$ cat src/rtl/stage1_fetch.sv
// Fetch stage: owns the PC, issues in-order word reads to instruction memory,
// buffers returned instructions in a small FIFO and presents them to decode.
module stage1_fetch #(
  parameter logic [31:0] RESET_PC = 32'h0000_0000,
  parameter int          DEPTH    = 4
) (
  input  logic        clock,
  input  logic        reset,
  input  logic        stall,
  input  logic        do_flush,
  input  logic [31:0] s1a_instruction_addr,
  output logic        imem_req_valid,
  input  logic        imem_req_ready,
  output logic [31:0] imem_req_addr,
  input  logic        imem_resp_valid,
  input  logic [31:0] imem_resp_data,
  output logic        s2_valid,
  output logic [31:0] s2_instruction,
  output logic [31:0] s2_instruction_addr
);

  localparam int PW = $clog2(DEPTH);
  localparam int CW = PW + 2;

  typedef logic [CW-1:0] cnt_t;

  logic [31:0]   pc;
  logic [31:0]   fifo_instr [DEPTH];
  logic [31:0]   fifo_addr  [DEPTH];
  logic [31:0]   tag_addr   [DEPTH];
  logic [PW-1:0] head;
  logic [PW-1:0] tail;
  logic [PW-1:0] tag_rd;
  logic [PW-1:0] tag_wr;
  cnt_t          count;
  cnt_t          inflight;
  cnt_t          drop;
  cnt_t          live;
  cnt_t          credit;
  logic          fire;
  logic          keep;
  logic          pop;
  logic          unused_low;

  assign unused_low = ^s1a_instruction_addr[1:0];

  assign live   = inflight - drop;
  assign credit = live + count;

  assign imem_req_valid = !reset && !do_flush &&
                          (credit < cnt_t'(DEPTH));
  assign imem_req_addr  = pc;
  assign fire           = imem_req_valid && imem_req_ready;

  assign keep = imem_resp_valid && !do_flush && (drop == '0);

  assign s2_valid            = (count != '0) && !do_flush;
  assign pop                 = s2_valid && !stall;
  assign s2_instruction      = fifo_instr[head];
  assign s2_instruction_addr = fifo_addr[head];

  // Tag queue holds only live requests, so a redirect simply empties it.
  always_ff @(posedge clock or posedge reset) begin
    if (reset) begin
      pc       <= RESET_PC;
      head     <= '0;
      tail     <= '0;
      tag_rd   <= '0;
      tag_wr   <= '0;
      count    <= '0;
      inflight <= '0;
      drop     <= '0;
    end else if (do_flush) begin
      pc       <= {s1a_instruction_addr[31:2], 2'b00};
      head     <= '0;
      tail     <= '0;
      tag_rd   <= '0;
      tag_wr   <= '0;
      count    <= '0;
      inflight <= inflight - cnt_t'(imem_resp_valid);
      drop     <= inflight - cnt_t'(imem_resp_valid);
    end else begin
      if (fire) begin
        pc     <= pc + 32'd4;
        tag_wr <= tag_wr + 1'b1;
      end
      if (keep) begin
        tail   <= tail + 1'b1;
        tag_rd <= tag_rd + 1'b1;
      end
      if (pop) head <= head + 1'b1;
      count    <= count + cnt_t'(keep) - cnt_t'(pop);
      inflight <= inflight + cnt_t'(fire) - cnt_t'(imem_resp_valid);
      if (imem_resp_valid && (drop != '0)) drop <= drop - 1'b1;
    end
  end

  always_ff @(posedge clock) begin
    if (fire) tag_addr[tag_wr] <= pc;
    if (keep) begin
      fifo_instr[tail] <= imem_resp_data;
      fifo_addr[tail]  <= tag_addr[tag_rd];
    end
  end

  always_ff @(posedge clock) begin
    if (!reset && keep) assert (count < cnt_t'(DEPTH));
  end

endmodule
$ cat config.mk
export PLATFORM = sky130hd
export DESIGN_NAME = stage1_fetch
export DESIGN_NICKNAME = d
export VERILOG_FILES = /design/src/rtl/stage1_fetch.sv
export SDC_FILE = /design/constraint.sdc
export NUM_CORES = 1
export LEC_CHECK = 0
export CORE_ASPECT_RATIO = 0.9
export CORE_MARGIN = 8
export CORE_UTILIZATION = 61
export DETAILED_ROUTE_END_ITERATION = 8
export PLACE_DENSITY = 0.84
export SYNTH_ARGS = -nofsm -noshare
export SYNTH_HDL_FRONTEND = slang
export SYNTH_SLANG_ARGS = --single-unit
$ cat constraint.sdc
create_clock -name clock -period 7.3 [get_ports clock]
set_clock_uncertainty 0.05 [all_clocks]
set_input_delay 1.46 -clock clock [delete_from_list [all_inputs] [get_ports clock]]
set_output_delay 1.46 -clock clock [all_outputs]
set_load 0.02 [all_outputs]
### Yosys cells after proc, flatten, opt, wreduce, memory -nomap -nowiden

Memory sizes are Yosys's and may differ from the RTL's.
Cells that the tools add are included.

* add/subtract/negate cells: 13
* muxes and demuxes: 18
* reduce and logical (&&, ||, !) cells: 18
* order comparisons: 1

Operator list (count)
* $mux W32: 2
* $add A32 B3 Y32 const B: 1
* $mux W2: 8
* $mux W4: 4
* $sub A4 B1 Y4: 3
* $add A2 B1 Y2 const B: 4
* $add A4 B1 Y4: 2
* $logic_and A1 B1 Y1: 8
* $reduce_bool A2 Y1: 4
* $reduce_bool A4 Y1: 2
* $add A4 B4 Y4: 1
* $logic_not A4 Y1: 1
* $lt A4 B3 Y1 const B: 1
* $mux W1: 4
* $sub A4 B1 Y4 const B: 1
* $sub A4 B4 Y4: 1
* $logic_not A1 Y1: 3

* memories kept: 3
* logic and storage cells: 61
* bits of input ports: 70
* register bits: 52
* output and inout port bits: 98
* bits in writable memories: 384

Memory list
* fifo_addr: depth 4, width 32, read ports 1, clocked after memory_dff 0, wr ports 1, RTL line 29 `logic [31:0] fifo_addr [DEPTH];`
* fifo_instr: depth 4, width 32, read ports 1, clocked after memory_dff 0, wr ports 1, RTL line 28 `logic [31:0] fifo_instr [DEPTH];`
* tag_addr: depth 4, width 32, read ports 1, clocked after memory_dff 0, wr ports 1, RTL line 30 `logic [31:0] tag_addr [DEPTH];`

### Depth between registers and ports, before layout

* depth in word-level cells: 8
* gate-level depth with buffers: 20
* depth with buffers taken out: 19

### Worst setup path before layout

OpenSTA, ideal clock, no wires.

* path kind: register to output
* start point: reg inflight[1]
* end point: out imem_req_valid
* stages on the path, launching flop included: 11
* path buffers: 2
* required time: 5.790 ns
* arrival: 2.573 ns
* setup slack: 3.217 ns
* path through: dfrtp_1 inv_1 fa_1 inv_1 ha_1 and3b_1 nor3_1 o2bb2ai_1 buf_4 buf_4 nor3b_1

* word-level cells in the longest chain between the ends: 4

Ends and longest elaborated chain
* from (decl): RTL line 36 `cnt_t inflight;`
* from (signal assigned): RTL line 80 `inflight <= inflight - cnt_t'(imem_resp_valid);`
* from (signal assigned): RTL line 93 `inflight <= inflight + cnt_t'(fire) - cnt_t'(imem_resp_valid);`
* $sub A4 B4 Y4: RTL line 47 `assign live = inflight - drop;`
* $add A4 B4 Y4: RTL line 48 `assign credit = live + count;`
* $lt A4 B3 Y1: RTL line 51 `(credit < cnt_t'(DEPTH));`
* $logic_and A1 B1 Y1: RTL line 50 `assign imem_req_valid = !reset && !do_flush &&`
* to (decl): RTL line 12 `output logic imem_req_valid,`

No other way between the ends.

### Final worst setup path

Same ends and word-level chain as after synthesis.

==> flow_metrics.tcl <==
set metrics [dict create \
    outcome "completed" \
    drive_above_1_share_pct 19.1 \
    nets 1112 \
    drcViolationCount 0 \
    grt_pass1_wl_um 51800 \
    routed_via_density 5.99 \
    slew_headroom_pct 35.7 \
    layout_commonest_cell "edfxtp_1" \
    clockBufferDepth 3 \
    finalHoldViolCount 0 \
    grt_start_max_net_pins 74 \
    period_minus_slack_ps 5100 \
    synth_top_area_share_pct 66.7 \
    die_x_um 190 \
    r2r_cells 18 \
    power_density_nw_per_um2 332 \
    start_util_pct 61.6 \
    ys_ff_latch 418 \
    core_um2 26900 \
    holdPathStages 1 \
    synth_area_leader_cell "edfxtp_1" \
    clk_pin_slew_ps 60 \
    synthArstFlopShare_pct 12.0 \
    ys.warnings.count 0 \
    wire_per_inst_um 23.9 \
    numCtsBuffers 41 \
    firstDrtPassIters 5 \
    dp_cells 1323 \
    hp-class "reg -> reg" \
    synth_area_leaders "edfxtp_1 67%, mux4_2 13%, dfrtp_1 7.5%" \
    worstSetupPathType "reg -> out" \
    synthesis.instances 834 \
    clock.fmax_mhz 196 \
    ir_drop_mv 0.282 \
    rsz0062_at_grt "no" \
    finalSetupTns_ps 0 \
    syn_avg_cell_area_um2 19.9 \
    critPathArrivalTime_ps 3590 \
    postCtsHoldBufs 0 \
    gp_congestion 0.814 \
    required_ps 5790 \
    drt-total-wl_um 33400 \
    layout_common_cells "368 x edfxtp_1, 160 x clkdlybuf4s50_1, 92 x mux4_2, 47 x dfrtp_1, 43 x clkbuf_16" \
    grt_usage_pct 20.7 \
    multiInputGateArea_um2 4010 \
    ioPinCount 168 \
    cts-root-buf "clkbuf_16" \
    final_max_slew_viol_count 0 \
    period_share_pct 69.9 \
    regArea_um2 12300 \
    post_cts_resized 0 \
    cts_setup_buffers 0 \
    worst_slew_pin_slew_ps 964 \
    fill_cells 1520 \
    maxCapViolations 0 \
    num_vias 8369 \
    antennaDiodeCount 0 \
    die_area_um2 32700 \
    crit_fanout 30 \
    syn2layout_area_growth_pct 20.1 \
    synth-seq-area-share_pct 74.2 \
    gr-total-overflow 0 \
    first_global_vias 8952 \
    crit_path_end_kind "output port" \
    hold-worst-slack_ps 516 \
    ant_nets 0 \
    fin_cells 1398 \
    clock-sinks 418 \
    fp-row-count 57 \
    die_h_um 172 \
    synth_flop_cell "edfxtp_1" \
    cts_tree "yes" \
    p_leak_nw 6.58 \
    setup-violations-final 0 \
    cp-start-kind "register" \
    io_buffer_count 161 \
    grt_antenna_before_repair 1 \
    synth_cell_types 48 \
    h-tree-depth 2 \
    initialDrtViolationCount 624 \
    netlist_area_um2 16600 \
    clock_latency_ps 530 \
    synth-edff-count 368 \
    dp.final_hpwl_um 20000 \
]
[cell usage after synthesis, types with 2 or more instances]
| master | n |
|---|---|
| dfrtp_1 | 50 |
| nor2_1 | 19 |
| nand2_1 | 33 |
| mux2_2 | 9 |
| buf_2 | 10 |
| nor2b_1 | 4 |
| buf_4 | 6 |
| mux2i_1 | 4 |
| and2_1 | 11 |
| nand3_1 | 11 |
| buf_1 | 7 |
| nor3b_2 | 4 |
| o21a_1 | 2 |
| and3_2 | 3 |
| a31oi_1 | 2 |
| ha_1 | 26 |
| edfxtp_1 | 368 |
| nand4_1 | 16 |
| xor2_1 | 17 |
| nand2b_1 | 2 |
| nor3_1 | 5 |
| mux4_2 | 92 |
| fa_1 | 4 |
| a21oi_1 | 7 |
| and4_1 | 3 |
| o21ai_1 | 21 |
| xnor2_1 | 27 |
| o21ai_0 | 3 |
| and3_1 | 8 |
| inv_1 | 26 |
| clkbuf_1 | 17 |
[layer usage]
layer	part of all wire, %	GRT usage (%)	vias up	wire, um
li1	-	-	3651	-
met1	42	27.7	4344	13900
met2	49	34.2	329	16300
met3	8.3	5.46	43	2770
met4	1.3	4.69	2	438
met5	0.027	0	-	9
[final timing paths]
| check | slack [ps] | start | endpoint |
|---|---|---|---|
| worst min register to register | 520 | inflight[3] | inflight[3] |
| worst min-delay path | 520 | inflight[3] | inflight[3] |
| max in group asynchronous | 5240 | reset | head[0] |
| worst max register to register | 2980 | inflight[1] | inflight[2] |
| min in group asynchronous | 1460 | reset | imem_req_addr[15] |
| worst max-delay path | 2200 | inflight[1] | imem_req_valid |
[layout make-up]
cell class / instances / area share (%)
Tap cell: 354 / 2.23
Inverter: 26 / 0.490
Sequential cell: 418 / 61.8
Clock buffer: 47 / 5.48
Multi-Input combinational cell: 352 / 20.1
Timing Repair Buffer: 173 / 8.52
Clock inverter: 28 / 1.33
[kinds of logic after synthesis]
family	Yosys count	synth area share, %
AOI/OAI and AO/OA	38	1.25
adders and majority gates	30	2.45
and+or+nand+nor	129	4.38
other	1	0.0226
xor gates and xnor gates	46	2.56
buffers and inverters	67	1.77
muxes	105	13.4
DFF	418	74.2
[state kept, by name, summed over array words and instances (netlist names)]
name,count
tag_addr,120
tail,2
inflight,4
tag_rd,2
fifo_instr,128
drop,4
head,2
imem_req_addr,30
count,4
fifo_addr,120
tag_wr,2
[critical path: stages (launching register included)]
cell and delay [ps]:
dfrtp_1 410, inv_1 140, fa_1 520, inv_1 40
ha_1 270, and3b_1 170, nor3_1 180, o2bb2ai_2 120
buf_4 310, nor3b_1 240, clkdlybuf4s50_1 640
[power by group]
part	internal, mW	switching, mW	total, mW
Sequential	2.76	0.164	2.92
Clock	1.25	0.851	2.10
Combinational	0.778	0.799	1.58
[stage by stage]
stage          util (%)  setup slack (ps)  total power, mW  area (um^2)
6_report           74.0              2200             6.60        19900
5_1_grt            74.0              2010             6.88        19900
4_1_cts            74.0              2160             6.66        19900
3_5_place_dp       69.0              2750             4.56        18600
3_3_place_gp       69.0              2780             4.52        18600
2_1_floorplan         -              3220             3.99        16600
No activity file was read; power rests on OpenSTA's default activity.
